$ cat config.mk
export PLATFORM = sky130hd
export DESIGN_NAME = sport1_tx_ctl
export DESIGN_NICKNAME = d
export VERILOG_FILES = /design/src/rtl/sport1_tx_ctl_pkg.sv /design/src/rtl/sport1_tx_shreg.sv /design/src/rtl/sport1_tx_ctl.sv
export SDC_FILE = /design/constraint.sdc
export NUM_CORES = 1
export LEC_CHECK = 0
export ABC_CLOCK_PERIOD_IN_PS = 2900
export BUFFER_PORTS_ARGS = -buffer_cell sky130_fd_sc_hd__buf_4
export CORE_MARGIN = 2
export CORE_UTILIZATION = 43
export CTS_BUF_LIST = sky130_fd_sc_hd__clkbuf_16
export CTS_CLUSTER_DIAMETER = 60
export CTS_CLUSTER_SIZE = 20
export DETAILED_ROUTE_END_ITERATION = 16
export PLACE_DENSITY = 0.77
export SLEW_MARGIN = 20
export SYNTH_ARGS = -nofsm -noshare
export SYNTH_HDL_FRONTEND = slang
export SYNTH_SLANG_ARGS = --single-unit
$ cat constraint.sdc
create_clock -name DSPCLK -period 2.9 [get_ports DSPCLK]
set_input_delay 0.58 -clock DSPCLK [delete_from_list [all_inputs] [get_ports DSPCLK]]
set_output_delay 0.58 -clock DSPCLK [all_outputs]
set_load 0.05 [all_outputs]
$ cat src/rtl/sport1_tx_ctl_pkg.sv
// -----------------------------------------------------------------------------
// sport1_tx_ctl_pkg
// Shared definitions for the SPORT1 serial engines. The transmit and receive
// controllers use the same one-hot state encoding, so both live here.
// No ports; imported by sport1_tx_ctl and sport1_tx_shreg.
// -----------------------------------------------------------------------------
package sport1_tx_ctl_pkg;

  typedef enum logic [2:0] {
    TX_idle   = 3'b001,
    TX_shift  = 3'b010,
    TX_wstart = 3'b100
  } tx_state_t;

  typedef enum logic [2:0] {
    RX_idle   = 3'b001,
    RX_shift  = 3'b010,
    RX_wstart = 3'b100
  } rx_state_t;

  // Widest word the shifter can serialise (SLEN saturates here).
  localparam int SHIFT_MAX_BIT = 15;

endpackage

$ cat src/rtl/sport1_tx_shreg.sv
// -----------------------------------------------------------------------------
// sport1_tx_shreg
// Transmit shifter for SPORT1: captures the TX holding register on a load,
// counts the bits of the word down and drives the registered serial bit.
// Ports:
//   clk, rst_n   core clock, asynchronous active-low reset
//   clr          synchronous clear of counter and DT (port disabled)
//   ld           load TXSHT from tx and present its MSB (bit SLEN)
//   shift_en     present the next lower bit and decrement the counter
//   dt_zero      drive DT low (end of word / inter-word gap)
//   slen         word length minus 1, saturated to the shifter width
//   tx           transmit holding register contents
//   dt           serial data out
//   bcnt_eq0     last bit of the current word is on DT
// -----------------------------------------------------------------------------
module sport1_tx_shreg
  import sport1_tx_ctl_pkg::*;
#(
  parameter int DW = 16,
  parameter int CW = 5
) (
  input  logic          clk,
  input  logic          rst_n,
  input  logic          clr,
  input  logic          ld,
  input  logic          shift_en,
  input  logic          dt_zero,
  input  logic [CW-1:0] slen,
  input  logic [DW-1:0] tx,
  output logic          dt,
  output logic          bcnt_eq0
);

  logic [DW-1:0] txsht;
  logic [CW-1:0] bcnt;
  logic [CW-1:0] slen_c;
  logic [CW-1:0] bcnt_m1;

  function automatic logic [CW-1:0] clamp_slen(input logic [CW-1:0] v);
    return (v > CW'(SHIFT_MAX_BIT)) ? CW'(SHIFT_MAX_BIT) : v;
  endfunction

  // Mask-and-reduce select keeps the index free of width truncation.
  function automatic logic bit_at(input logic [DW-1:0] v, input logic [CW-1:0] i);
    return |(v & (DW'(1) << i));
  endfunction

  assign slen_c   = clamp_slen(slen);
  assign bcnt_m1  = bcnt - CW'(1);
  assign bcnt_eq0 = (bcnt == '0);

  always_ff @(posedge clk or negedge rst_n) begin
    if (!rst_n) begin
      txsht <= '0;
      bcnt  <= '0;
      dt    <= 1'b0;
    end else if (clr) begin
      // TXSHT is left alone; only the bit engine is cleared.
      bcnt <= '0;
      dt   <= 1'b0;
    end else if (ld) begin
      txsht <= tx;
      bcnt  <= slen_c;
      dt    <= bit_at(tx, slen_c);
    end else if (shift_en) begin
      bcnt <= bcnt_m1;
      dt   <= bit_at(txsht, bcnt_m1);
    end else if (dt_zero) begin
      dt <= 1'b0;
    end
  end

endmodule

$ cat src/rtl/sport1_tx_ctl.sv
// -----------------------------------------------------------------------------
// sport1_tx_ctl
// SPORT1 transmit controller. Holds the TX register (core or autobuffer
// writes), sequences frames of MWORD[7:0]+1 words of SLEN+1 bits each with a
// one-bit gap between words, and raises the autobuffer request and the
// transmit interrupt. All serial activity is qualified by SCLK_en.
// Ports:
//   DSPCLK, RST_      core clock, asynchronous active-low reset
//   SP_EN             port enable (low = synchronous clear of the engine)
//   SCLK_en           one-cycle serial bit tick
//   TFSsm             frame sync start, honoured on a tick while idle
//   SLEN, MWORD       word length-1, words per frame-1 (MWORD[7:0])
//   DMD               core data bus
//   MTTX_E/EX_en/GO_Cx TX register write qualifiers
//   TBUF/TSack/Twrap  autobuffer mode, acknowledge, wrap
//   TX                transmit holding register
//   DT, DT_OE         serial data and its drive enable
//   TSreq             autobuffer request
//   ISX               transmit interrupt
//   TUF               sticky underflow (stale word resent)
// -----------------------------------------------------------------------------
module sport1_tx_ctl
  import sport1_tx_ctl_pkg::*;
#(
  parameter int DW = 16,
  parameter int CW = 5
) (
  input  logic          DSPCLK,
  input  logic          RST_,
  input  logic          SP_EN,
  input  logic          SCLK_en,
  input  logic          TFSsm,
  input  logic [CW-1:0] SLEN,
  input  logic [15:0]   MWORD,
  input  logic [DW-1:0] DMD,
  input  logic          MTTX_E,
  input  logic          EX_en,
  input  logic          GO_Cx,
  input  logic          TBUF,
  input  logic          TSack,
  input  logic          Twrap,
  output logic [DW-1:0] TX,
  output logic          DT,
  output logic          DT_OE,
  output logic          TSreq,
  output logic          ISX,
  output logic          TUF
);

  tx_state_t  state;
  tx_state_t  state_nx;
  logic [7:0] wcnt;
  logic       tx_full;
  logic       isxa;

  logic wr;
  logic tick;
  logic ld_first;
  logic ld;
  logic shift_en;
  logic word_end;
  logic frame_end;
  logic bcnt_eq0;
  logic unused_mword;

  // Only the low byte of MWORD configures the transmitter.
  assign unused_mword = ^MWORD[15:8];

  assign wr        = MTTX_E & EX_en & GO_Cx;
  assign tick      = SCLK_en & SP_EN;
  assign ld_first  = tick & (state == TX_idle) & TFSsm;
  assign ld        = ld_first | (tick & (state == TX_wstart));
  assign shift_en  = tick & (state == TX_shift) & !bcnt_eq0;
  assign word_end  = tick & (state == TX_shift) & bcnt_eq0;
  assign frame_end = word_end & (wcnt == 8'd0);

  sport1_tx_shreg #(
    .DW (DW),
    .CW (CW)
  ) u_shreg (
    .clk      (DSPCLK),
    .rst_n    (RST_),
    .clr      (!SP_EN),
    .ld       (ld),
    .shift_en (shift_en),
    .dt_zero  (word_end),
    .slen     (SLEN),
    .tx       (TX),
    .dt       (DT),
    .bcnt_eq0 (bcnt_eq0)
  );

  always_ff @(posedge DSPCLK or negedge RST_) begin
    if (!RST_) begin
      state <= TX_idle;
    end else begin
      state <= state_nx;
    end
  end

  always_comb begin
    state_nx = state;
    if (!SP_EN) begin
      state_nx = TX_idle;
    end else if (SCLK_en) begin
      case (state)
        TX_idle:   if (TFSsm) state_nx = TX_shift;
        TX_shift:  if (bcnt_eq0) state_nx = (wcnt == 8'd0) ? TX_idle : TX_wstart;
        TX_wstart: state_nx = TX_shift;
        default:   state_nx = TX_idle;
      endcase
    end
  end

  // Words remaining in the frame after the current one.
  always_ff @(posedge DSPCLK or negedge RST_) begin
    if (!RST_) begin
      wcnt <= 8'd0;
    end else if (!SP_EN) begin
      wcnt <= 8'd0;
    end else if (ld_first) begin
      wcnt <= MWORD[7:0];
    end else if (word_end && (wcnt != 8'd0)) begin
      wcnt <= wcnt - 8'd1;
    end
  end

  // DT_OE stays high across inter-word gaps, drops only at frame end.
  always_ff @(posedge DSPCLK or negedge RST_) begin
    if (!RST_) begin
      DT_OE <= 1'b0;
    end else if (!SP_EN) begin
      DT_OE <= 1'b0;
    end else if (ld) begin
      DT_OE <= 1'b1;
    end else if (frame_end) begin
      DT_OE <= 1'b0;
    end
  end

  // A write coinciding with a load wins: the shifter takes the old word,
  // the new one stays pending and no underflow is flagged.
  always_ff @(posedge DSPCLK or negedge RST_) begin
    if (!RST_) begin
      TX      <= '0;
      tx_full <= 1'b0;
      TUF     <= 1'b0;
    end else begin
      if (wr) begin
        TX <= DMD;
      end
      if (wr) begin
        tx_full <= 1'b1;
        TUF     <= 1'b0;
      end else if (ld) begin
        tx_full <= 1'b0;
        if (!tx_full) TUF <= 1'b1;
      end
    end
  end

  // Acknowledge beats a coincident new request.
  always_ff @(posedge DSPCLK or negedge RST_) begin
    if (!RST_) begin
      TSreq <= 1'b0;
      isxa  <= 1'b0;
    end else begin
      if (TSack) begin
        TSreq <= 1'b0;
      end else if (ld && SP_EN && TBUF) begin
        TSreq <= 1'b1;
      end
      isxa <= SP_EN & ld;
    end
  end

  assign ISX = TBUF ? Twrap : isxa;

endmodule

Yosys cells after proc, flatten, opt, wreduce, memory -nomap -nowiden
Index checks and enable logic that the tools add are counted.
Widths: inputs -> output; s select.
{ "totals": {"n_memories": 0, "ramBits": 0, "mem_bits_ro": 0, "out_inout_bits": 21, "latchBits": 0, "wordCells": 83, "reg_bits": 54} }
{ "classes": {"n_reduce_logical": 14, "n_eq_ne": 11, "muxes": 28, "add_sub_neg": 2, "magnitude_cmp": 1, "multipliers": 0, "div": 0, "n_shift": 2, "bitwise_logic": 14} }
{ "ops": {"columns": ["operator", "count"], "rows": [
  ["$and 16x16->16", 2],
  ["$reduce_or 16->1", 2],
  ["$shl 1x5->16 const A", 2],
  ["$mux 8", 3],
  ["$mux 5", 4],
  ["$mux 1", 15],
  ["$mux 3", 5],
  ["$and 1x1->1", 11],
  ["$ne 3x1->1 const B", 3],
  ["$pmux 3 s3", 1],
  ["$logic_not 8->1", 1],
  ["$reduce_bool 8->1", 1],
  ["$sub 8x1->8 const B", 1],
  ["$ne 3x3->1 const B", 2],
  ["$gt 5x4->1 const B", 1],
  ["$logic_not 5->1", 1],
  ["$sub 5x1->5 const B", 1],
  ["$ne 2x1->1 const B", 2],
  ["$ne 4x1->1 const B", 1],
  ["$reduce_and 2->1", 2],
  ["$reduce_bool 2->1", 2],
  ["$eq 3x1->1 const B", 1],
  ["$eq 3x2->1 const B", 1],
  ["$eq 3x3->1 const B", 1],
  ["other kinds (4)", 6]
]} }

Logic depth before layout (Yosys ltp)
Gate-level depths: netlist of the first run.
{ "logic_depth": {"word_depth": 8, "mapped_depth": 7, "depth_no_buf": 7} }

Hierarchy
A second synthesis of the first run with hierarchy kept.
{ "unflattened": {"cells_unflattened": 262, "area_unflattened_um2": 2985.4} }
{ "modules_own_cells": {"columns": ["module", "area_per_inst_um2", "n_inst", "cells_per_inst"], "rows": [
  ["sport1_tx_ctl", 1532.7, 1, 135],
  ["sport1_tx_shreg", 1452.6, 1, 127]
]} }

Worst setup path before layout of the first run
OpenSTA, ideal clock, no wires.
{ "synth_path": {"path_type": "reg2reg", "startpoint": "register u_shreg.bcnt[0]", "endpoint": "register wcnt[4]", "path_slack_ps": 582, "arrival_ps": 2236, "period_less_slack_ps": 2318, "stages_incl_launch_ff": 8, "path_buffers": 0, "setup_time_ps": 82, "t_required_ps": 2818, "path_cell_list": "dfrtp_1 inv_1 ha_1 or4b_1 nor3_2 nand3_1 or4_1 a31oi_1"} }
{ "synth_between": {"elab_chain_len": 4} }
{ "synth_lines": {"columns": ["element", "line", "rtl"], "rows": [
  ["from (decl)", "sport1_tx_shreg.sv:35", "logic [CW-1:0] bcnt;"],
  ["from (signal assigned)", "sport1_tx_shreg.sv:63", "bcnt <= slen_c;"],
  ["from (signal assigned)", "sport1_tx_shreg.sv:66", "bcnt <= bcnt_m1;"],
  ["$logic_not 5->1", "sport1_tx_shreg.sv:50", "assign bcnt_eq0 = (bcnt == '0);"],
  ["$and 1x1->1", "sport1_tx_ctl.sv:74", "assign word_end = tick & (state == TX_shift) & bcnt_eq0;"],
  ["$logic_and 1x1->1", "sport1_tx_ctl.sv:123", "end else if (word_end && (wcnt != 8'd0)) begin"],
  ["$ne 3x1->1 (no line)", null, null],
  ["to (signal assigned)", "sport1_tx_ctl.sv:122", "wcnt <= MWORD[7:0];"],
  ["to (signal assigned)", "sport1_tx_ctl.sv:124", "wcnt <= wcnt - 8'd1;"],
  ["to (decl)", "sport1_tx_ctl.sv:52", "logic [7:0] wcnt;"]
]} }
Every way passes these cells.
A chain may end at the register's enable or synchronous reset.

Final worst setup path of the first run
Same ends and word-level chain as after synthesis.

==> qor.yml, run 1 <==
outcome: "finished, final reports clean"
grt_overflow_total: 0
ctsResizeCount: 0
synthDistinctLibCells: 45
synth-warning-count: 0
wl_per_cell_um: 14.8
crit_path_end_kind: "register"
placed_cells: 410
fin_crit_sh_pct: 86.1
power_density_nw_per_um2: 633
cts_setup_buffers: 0
rows: 29
ir_drop_v: 0.000309
clkSinkCount: 54
drc: 0
die-area_um2: 7170
antenna_cells: 0
clock_latency_ns: 0.29
io_buffers: 60
die_w_um: 84.7
cp_top_family: "simple AND/OR/NAND/NOR gates"
holdWs_ns: 0.315
dieHeight_um: 84.7
rsz0062_at_grt: "false"
crit_fanout: 6
critPathBufInv: 1
synth.cell_area_um2: 2800
stdcell_count: 418
synth_area_per_cell_um2: 9.85
synth_top_area_share_pct: 47.4
gp_congestion: 0.914
root_buffer: "clkbuf_16"
period_minus_slack_ns: 2.50
ys_ff_latch: 54
clk_path_buf_depth: 2
cp.arrival_ns: 2.71
fin_nets: 395
ant_nets: 0
cts_tree: "built"
drt_iter0_drc: 134
final_common_cell: "buf_4"
drive_above_1_share_pct: 28.7
cp-start-kind: "register"
cp.required_ns: 3.11
cts_htree_levels: 2
synth-edff-count: 0
reg2reg_depth: 7
slowest_delay_ns: 0.52
hold_class: "input pin to asynchronous set/reset pin"
r2r_setup_slack_ns: 0.40
ys.flop_type: "dfrtp_1"
synthCells: 284
synth-seq-area-share_pct: 48.3
cap_viol_max_count: 0
layout.cells.most_common_list: "buf_4, nand2_1, dfrtp_1"
synthArstFlopShare_pct: 100
first_pass_iters: 4
r2r-start: "u_shreg.bcnt[0]"
clk_pin_slew_ns: 0.07
synth_top_area_cell: "dfrtp_1"
synth_fp_nets: 339
first_global_vias: 2296
setup_tns_ns: 0
vias: 2250
power_uw: 2190
antenna_found_initial: 0
tightest_slew_ns: 0.812
cts_buffers: 5
synth.area.top_cells: "dfrtp_1, mux2_2, nand2_1"
via_per_inst: 5.38
path_class: "register to register"
regToRegEndpoint: "wcnt[4]"
start_util_pct: 44.3
fillers: 578
grt_usage_pct: 18.5
report.final.slew_viol_count: 0
wl_um: 6200
core_area_um2: 6310
max_slew_margin_pct: 45.7
max_freq_ghz: 0.400
worstPathCellList: "inv_1 > ha_1 > or4b_1 > nor3_2 > nand3_1 > or4_1 > a31oi_1"
setup_slack_ns: 0.403
report.final.setup_viol: 0
grt_pass1_wl_um: 10800
area_growth_pct: 23.6
finClkSkew_ns: 0.00510
post-dp-hpwl_um: 4500
ios: 69
finalHoldViolations: 0
grt_start_max_net_pins: 55
pre_cts_ws_ns: 0.436
critPathSlowestCell: "or4b_1"
power_leakage_uw: 0.00162
postCtsHoldBufs: 0
layer usage:
metal	global-route usage (%)	share of wire, %	vias up
met1	24.2	44	1061
met2	30.4	47	71
li1	-	-	1110
met4	5.48	1.1	0
met5	0	0	-
met3	4.72	7.2	8
logic make-up (layout without fill, tap and decap cells):
family | Yosys count | in the layout | share of synthesized area (%)
buffers and inverters | 21 | 78 | 2.91
flip-flops | 54 | 54 | 48.3
adder cells (fa/ha/maj) | 7 | 7 | 3.13
AO/OA/AOI/OAI | 46 | 46 | 10.9
XOR/XNOR | 14 | 14 | 4.38
AND/OR/NAND/NOR | 117 | 117 | 20.2
multiplexers | 25 | 25 | 10.1
stage by stage:
| step | util [%] | area (um^2) |
|---|---|---|
| floorplan | - | 2800 |
| global placement | 52.5 | 3310 |
| detailed placement | 52.5 | 3310 |
| CTS | 54.8 | 3460 |
| global route | 54.8 | 3460 |
| finish | 54.8 | 3460 |
worst max path at each step:
stage / endpoint / from / cells past startpoint / slack [ns]
6_report: wcnt[4] / u_shreg.bcnt[0] / 7 / 0.40
3_3_place_gp: wcnt[4] / u_shreg.bcnt[0] / 7 / 0.51
5_1_grt: wcnt[4] / u_shreg.bcnt[0] / 7 / 0.20
2_1_floorplan: wcnt[4] / u_shreg.bcnt[0] / 7 / 0.58
4_1_cts: wcnt[4] / u_shreg.bcnt[0] / 7 / 0.39
3_5_place_dp: wcnt[4] / u_shreg.bcnt[0] / 7 / 0.44
sequential cells by signal, summed over array words and instances, names as in the netlist:
name           cells
state              3
DT_OE              1
u_shreg.bcnt       5
tx_full            1
u_shreg.txsht     16
TUF                1
isxa               1
TX                16
wcnt               8
TSreq              1
u_shreg.dt         1
synthesized netlist by cell type (2+ instances only):
cell type  count
a211oi_1       4
a21oi_1        5
a22oi_1        8
a31oi_1        4
a32oi_1        2
buf_2          2
clkbuf_1      11
dfrtp_1       53
ha_1           7
inv_1          7
mux2_2        22
mux2i_1        2
nand2_1       62
nand3_1        9
nand3b_1       6
nand4_1        5
nand4b_1       2
nor2_1        14
nor3_1         4
nor4b_1        2
o211ai_1       2
o21ai_0       12
o31ai_1        3
or4_1          2
or4b_1         2
xnor2_1        4
xor2_1        10
power breakdown:
part,switching [uW],internal [uW]
sequential,109,879
clock,274,320
combinational,364,243
total,746,1440
final cells by class:
cell class / instances / area, um^2 / share of cell area [%]
Clock buffer: 5 / 125 / 3.62
Clock inverter: 3 / 21.3 / 0.615
Inverter: 7 / 26.3 / 0.760
Multi-Input combinational cell: 209 / 1360 / 39.4
Sequential cell: 54 / 1350 / 39.1
Tap cell: 77 / 96.3 / 2.79
Timing Repair Buffer: 63 / 473 / 13.7
Note: power is estimated with default switching activity, not from simulation.
==> run 2, diff against run 1 <==
--- a/config.mk
+++ b/config.mk
@@ -7,6 +7,7 @@
 export LEC_CHECK = 0
 export ABC_CLOCK_PERIOD_IN_PS = 2900
 export BUFFER_PORTS_ARGS = -buffer_cell sky130_fd_sc_hd__buf_4
+export CORE_ASPECT_RATIO = 1.25
 export CORE_MARGIN = 2
 export CORE_UTILIZATION = 43
 export CTS_BUF_LIST = sky130_fd_sc_hd__clkbuf_16
==> run 2 against run 1 <==
Against the previous run:
- register-to-register slack gained 0.05 ns
- largest power group unchanged
- hold slack gained 0.0098 ns
- cell count grew 1.9%
==> qor.yml, run 2 (synthesis gave the netlist of run 1 again) <==
r2r_setup_slack_ns: 0.45  # +0.05 ns
pre_cts_ws_ns: 0.419  # -0.0165 ns
critPathSlowestCell: "or4b_1"
routed.top_layer: "met4"
ios: 69  # unchanged
setup_tns_ns: 0  # unchanged
rsz0062_at_grt: "false"
finalHoldViolations: 0  # unchanged
fin_nets: 395  # unchanged
reg2reg_depth: 7  # unchanged
post-route-util_pct: 55.6  # +0.79 points
r2r-start: "u_shreg.bcnt[0]"
root_buffer: "clkbuf_16"
grt_overflow_total: 0  # unchanged
regToRegEndpoint: "wcnt[4]"
core_area_um2: 6250  # -1.1%
cp.arrival_ns: 2.67  # -0.04 ns
max_freq_ghz: 0.408  # +1.9%
stdcell_count: 426  # +1.9%
postCtsHoldBufs: 0  # unchanged
ir_drop_v: 0.000436  # +41%
vias: 2258  # +0.36%
tightest_slew_ns: 0.780  # -0.0321 ns
cp-start-kind: "register"
antenna_found_initial: 0  # unchanged
ant_nets: 0  # unchanged
grt_pass1_wl_um: 9920  # -7.9%
ctsResizeCount: 0  # unchanged
wl_met1_um: 2620  # -4.6%
cts_buffers: 5  # unchanged
cts_setup_buffers: 0  # unchanged
post-dp-hpwl_um: 4450  # -0.96%
drt_iter0_drc: 74  # -45%
power_density_nw_per_um2: 631  # -0.32%
die-area_um2: 7170  # about the same
io_buffers: 60  # unchanged
first_global_vias: 2255  # -1.8%
dieHeight_um: 94.2  # +11%
clkSinkCount: 54  # unchanged
first_pass_iters: 4  # unchanged
grt_usage_pct: 17.3  # -1.2 points
reg.largest.list: "TX x16, u_shreg.txsht x16, wcnt x8"
route.met2.wl_um: 3020  # +2.5%
cap_viol_max_count: 0  # unchanged
clk_path_buf_depth: 2  # unchanged
critPathBufInv: 1  # unchanged
clock_latency_ns: 0.29  # about the same
slowest_delay_ns: 0.51  # about the same
cts_tree: "built"
finClkSkew_ns: 0.00299  # -0.00211 ns
report.final.slew_viol_count: 0  # unchanged
fillers: 601  # +4.0%
setup_slack_ns: 0.449  # +0.0460 ns
path_class: "register to register"
drc: 0  # unchanged
wl_per_cell_um: 14.1  # -4.8%
clk_pin_slew_ns: 0.07  # about the same
area_growth_pct: 24.1
rows: 32  # +10%
cp.required_ns: 3.12  # about the same
fin_crit_sh_pct: 84.5  # -1.6 points
crit_fanout: 6  # unchanged
worstPathCellList: "inv_1 > ha_1 > or4b_1 > nor3_2 > nand3_1 > or4_1 > a31oi_1"
gp_congestion: 0.859  # -6.0%
drive_above_1_share_pct: 28.7  # unchanged
max_slew_margin_pct: 47.6  # +1.9 points
antenna_cells: 0  # unchanged
period_minus_slack_ns: 2.45  # -0.0461 ns
crit_path_end_kind: "register"
via_per_inst: 5.30  # -1.5%
cp_top_family: "simple AND/OR/NAND/NOR gates"
final_common_cell: "buf_4"
layout.cells.most_common_list: "buf_4, nand2_1, dfrtp_1"
placed_cells: 418  # +2.0%
start_util_pct: 44.8  # +0.48 points
report.final.setup_viol: 0  # unchanged
power_leakage_uw: 0.00162  # +0.15%
cts_htree_levels: 2  # unchanged
die_w_um: 76.1  # -10%
hold_class: "input pin to asynchronous set/reset pin"
outcome: "finished, final reports clean"
wl_met3_um: 273  # -39%
wl_um: 6020  # -3.0%
grt_start_max_net_pins: 55  # unchanged
==> run 2: cell types whose count changed in the layout (fill, tap and decap cells not counted) <==
cell	before	now
clkinv_4	2	0
inv_8	0	1
inv_6	0	1
==> run 2: area by class of cell <==
type / count / area, um^2 / share of cell area, %
inverter: 7 / 26.3 / 0.757
sequential: 54 / 1350 / 39.0
clock buffer: 5 / 125 / 3.60
multi-input combinational: 209 / 1360 / 39.3
clock inverter: 3 / 23.8 / 0.685
timing repair buffer: 63 / 473 / 13.6
tap: 85 / 106 / 3.06
==> run 2: power by group <==
group,leakage [uW],total (uW),internal (uW),switching [uW]
logic,0.000862,604,242,362
clock network,0.0000738,602,327,276
registers,0.000685,982,879,104
total,0.00162,2190,1450,741
==> run 2: metrics by stage <==
step,cell area (um^2),hold slack (ns),total power (uW)
6_report,3470,0.325,2190
5_1_grt,3470,0.375,2310
4_1_cts,3470,0.348,2210
3_5_place_dp,3320,0.464,1600
3_3_place_gp,3320,0.460,1590
2_1_floorplan,2800,0.284,1390
==> run 2: metal layers <==
metal | up-vias | global-route usage, %
met3 | 12 | 3.65
met4 | 0 | 6.52
met1 | 1070 | 20.2
met5 | - | 0
li1 | 1108 | -
met2 | 68 | 31.3
==> run 2: how the worst max path moves through the flow <==
stage / startpoint / endpoint / slack, ns / cells after the start
CTS: u_shreg.bcnt[0] / wcnt[4] / 0.41 / 7
floorplan: u_shreg.bcnt[0] / wcnt[4] / 0.58 / 7
global route: u_shreg.bcnt[0] / wcnt[4] / 0.23 / 7
global placement: u_shreg.bcnt[0] / wcnt[4] / 0.49 / 7
finish: u_shreg.bcnt[0] / wcnt[4] / 0.45 / 7
detailed placement: u_shreg.bcnt[0] / wcnt[4] / 0.42 / 7
==> run 3, diff against run 2 <==
--- a/config.mk
+++ b/config.mk
@@ -5,7 +5,7 @@
 export SDC_FILE = /design/constraint.sdc
 export NUM_CORES = 1
 export LEC_CHECK = 0
-export ABC_CLOCK_PERIOD_IN_PS = 2900
+export ABC_CLOCK_PERIOD_IN_PS = 2200
 export BUFFER_PORTS_ARGS = -buffer_cell sky130_fd_sc_hd__buf_4
 export CORE_ASPECT_RATIO = 1.25
 export CORE_MARGIN = 2
@@ -14,7 +14,7 @@
 export CTS_CLUSTER_DIAMETER = 60
 export CTS_CLUSTER_SIZE = 20
 export DETAILED_ROUTE_END_ITERATION = 16
-export PLACE_DENSITY = 0.77
+export PLACE_DENSITY = 0.79
 export SLEW_MARGIN = 20
 export SYNTH_ARGS = -nofsm -noshare
 export SYNTH_HDL_FRONTEND = slang
==> constraint.sdc (replaced) <==
create_clock -name DSPCLK -period 2.2 [get_ports DSPCLK]
set_input_delay 0.44 -clock DSPCLK [delete_from_list [all_inputs] [get_ports DSPCLK]]
set_output_delay 0.44 -clock DSPCLK [all_outputs]
set_load 0.05 [all_outputs]
==> run 3 against run 2 <==
Against the previous run:
- combinational power up 44%
- register-to-register slack worse by 0.41 ns
- clock power up 46%
- cell count up 4.2%
- routed wire length up 7.7%
- design area up 6.1%
- critical path type unchanged
==> qor.yml, run 3 (synthesis gave the netlist of run 1 again) <==
clk_pin_slew_ns: 0.07  # about the same
start_util_pct: 44.8  # unchanged
post-dp-hpwl_um: 4580  # +2.8%
power_density_nw_per_um2: 825  # +31%
dieHeight_um: 94.2  # unchanged
critPathSlowestCell: "or4_4"
placed_cell_area_um2: 3430  # +3.1%
pre_cts_ws_ns: -0.0454  # -0.464 ns
postLayoutCellArea_um2: 3680  # +6.1%
cp.arrival_ns: 2.37  # -0.30 ns
cap_viol_max_count: 0  # unchanged
cp_top_family: "simple AND/OR/NAND/NOR gates"
grt_usage_pct: 18.9  # +1.6 points
cp-start-kind: "register"
report.final.slew_viol_count: 0  # unchanged
first_pass_iters: 4  # unchanged
finalHoldViolations: 0  # unchanged
clock_latency_ns: 0.29  # about the same
layout.cells.most_common_list: "buf_4, nand2_1, dfrtp_1"
wl_um: 6480  # +7.7%
area_growth_pct: 31.6
drt_iter0_drc: 186  # +150%
cts_buffers: 5  # unchanged
wl_per_cell_um: 14.6  # +3.4%
grt_start_max_net_pins: 55  # unchanged
regToRegEndpoint: "wcnt[1]"
via_per_inst: 5.35  # +0.87%
io_buffers: 60  # unchanged
setup_tns_ns: 0  # unchanged
post-route-util_pct: 58.9  # +3.4 points
fin_crit_sh_pct: 98.3  # +14 points
crit_fanout: 3  # -3
slowest_delay_ns: 0.55  # +0.04 ns
period_minus_slack_ns: 2.16  # -0.288 ns
cp.required_ns: 2.41  # -0.71 ns
grt_overflow_total: 0  # unchanged
r2r_setup_slack_ns: 0.04  # -0.41 ns
ant_nets: 0  # unchanged
antenna_found_initial: 0  # unchanged
clk_path_buf_depth: 2  # unchanged
reg.largest.list: "TX x16, u_shreg.txsht x16, wcnt x8"
ir_drop_v: 0.000460  # +5.5%
setup_slack_ns: 0.0369  # -0.412 ns
vias: 2374  # +5.1%
hold_class: "input pin to asynchronous set/reset pin"
core_area_um2: 6250  # unchanged
crit_path_end_kind: "register"
fin_nets: 413  # +4.6%
finClkSkew_ns: 0.00397  # +0.000975 ns
reg2reg_depth: 5  # -2
drive_above_1_share_pct: 35.1  # +6.4 points
worstPathCellList: "or4_4 > or4b_4 > and2_4 > mux2_4 > a211oi_2"
report.final.setup_viol: 0  # unchanged
die_w_um: 76.1  # unchanged
outcome: "finished, final reports clean"
rsz0062_at_grt: "true"
power_uw: 3040  # +39%
antenna_cells: 0  # unchanged
final_common_cell: "buf_4"
first_global_vias: 2453  # +8.8%
ios: 69  # unchanged
path_class: "register to register"
max_slew_margin_pct: 56.1  # +8.5 points
cts_tree: "built"
max_freq_ghz: 0.462  # +13%
power_leakage_uw: 0.00173  # +6.5%
root_buffer: "clkbuf_16"
tightest_slew_ns: 0.658  # -0.122 ns
r2r-start: "wcnt[5]"
gp_congestion: 0.843  # -1.9%
clkSinkCount: 54  # unchanged
die-area_um2: 7170  # unchanged
critPathBufInv: 0  # -1
drc: 0  # unchanged
rows: 32  # unchanged
cts_htree_levels: 2  # unchanged
grt_pass1_wl_um: 10900  # +9.5%
run 3: cell count changes in the layout (fill, tap and decap cells not counted), sizes merged:
cell | previous run | this run
bufinv | 0 | 1
clkinvlp | 0 | 1
inv | 9 | 8
clkinv | 1 | 0
buf | 63 | 81
run 3: cell type report:
class,instances,area [um^2]
Clock buffer,5,125
Clock inverter,3,41.3
Fill cell,572,2560
Inverter,7,26.3
Multi-Input combinational cell,209,1410
Sequential cell,54,1350
Tap cell,85,106
Timing Repair Buffer,81,616
run 3: worst max-delay path by stage:
stage | from | to | slack, ns | cells after the start
detailed placement | u_shreg.bcnt[0] | wcnt[4] | -0.05 | 7
global route | wcnt[5] | wcnt[3] | -0.01 | 6
finish | wcnt[5] | wcnt[1] | 0.04 | 5
floorplan | wcnt[5] | wcnt[1] | -0.04 | 6
global placement | wcnt[5] | wcnt[1] | 0.03 | 5
CTS | wcnt[4] | wcnt[1] | 0.01 | 5
run 3: timing repair:
item                                    4_1_cts  5_1_grt
pin swaps                                     3        9
endpoints found under the setup margin        3       12
gates resized for setup                       5        8
hold buffers                                  0        0
setup buffers                                 2        3
run 3: report_power, final:
part	internal [uW]	switching (uW)	leakage, uW
Clock	533	344	0.0000812
Combinational	359	509	0.000960
Sequential	1160	132	0.000685
run 3: routing by layer:
metal | track usage [%] | wire [um] | vias up | share of wire, %
met5 | 0 | 0 | - | 0
met4 | 7.73 | 121 | 0 | 1.9
met3 | 3.46 | 298 | 13 | 4.6
met2 | 34.1 | 3480 | 67 | 54
met1 | 22.3 | 2580 | 1151 | 40
li1 | - | - | 1143 | -
run 3: per-stage QoR:
step / instances / hold slack, ns
5_1_grt: 444 / 0.233
4_1_cts: 441 / 0.209
2_1_floorplan: 284 / 0.144
3_3_place_gp: 431 / 0.459
3_5_place_dp: 431 / 0.465
6_report: 444 / 0.175
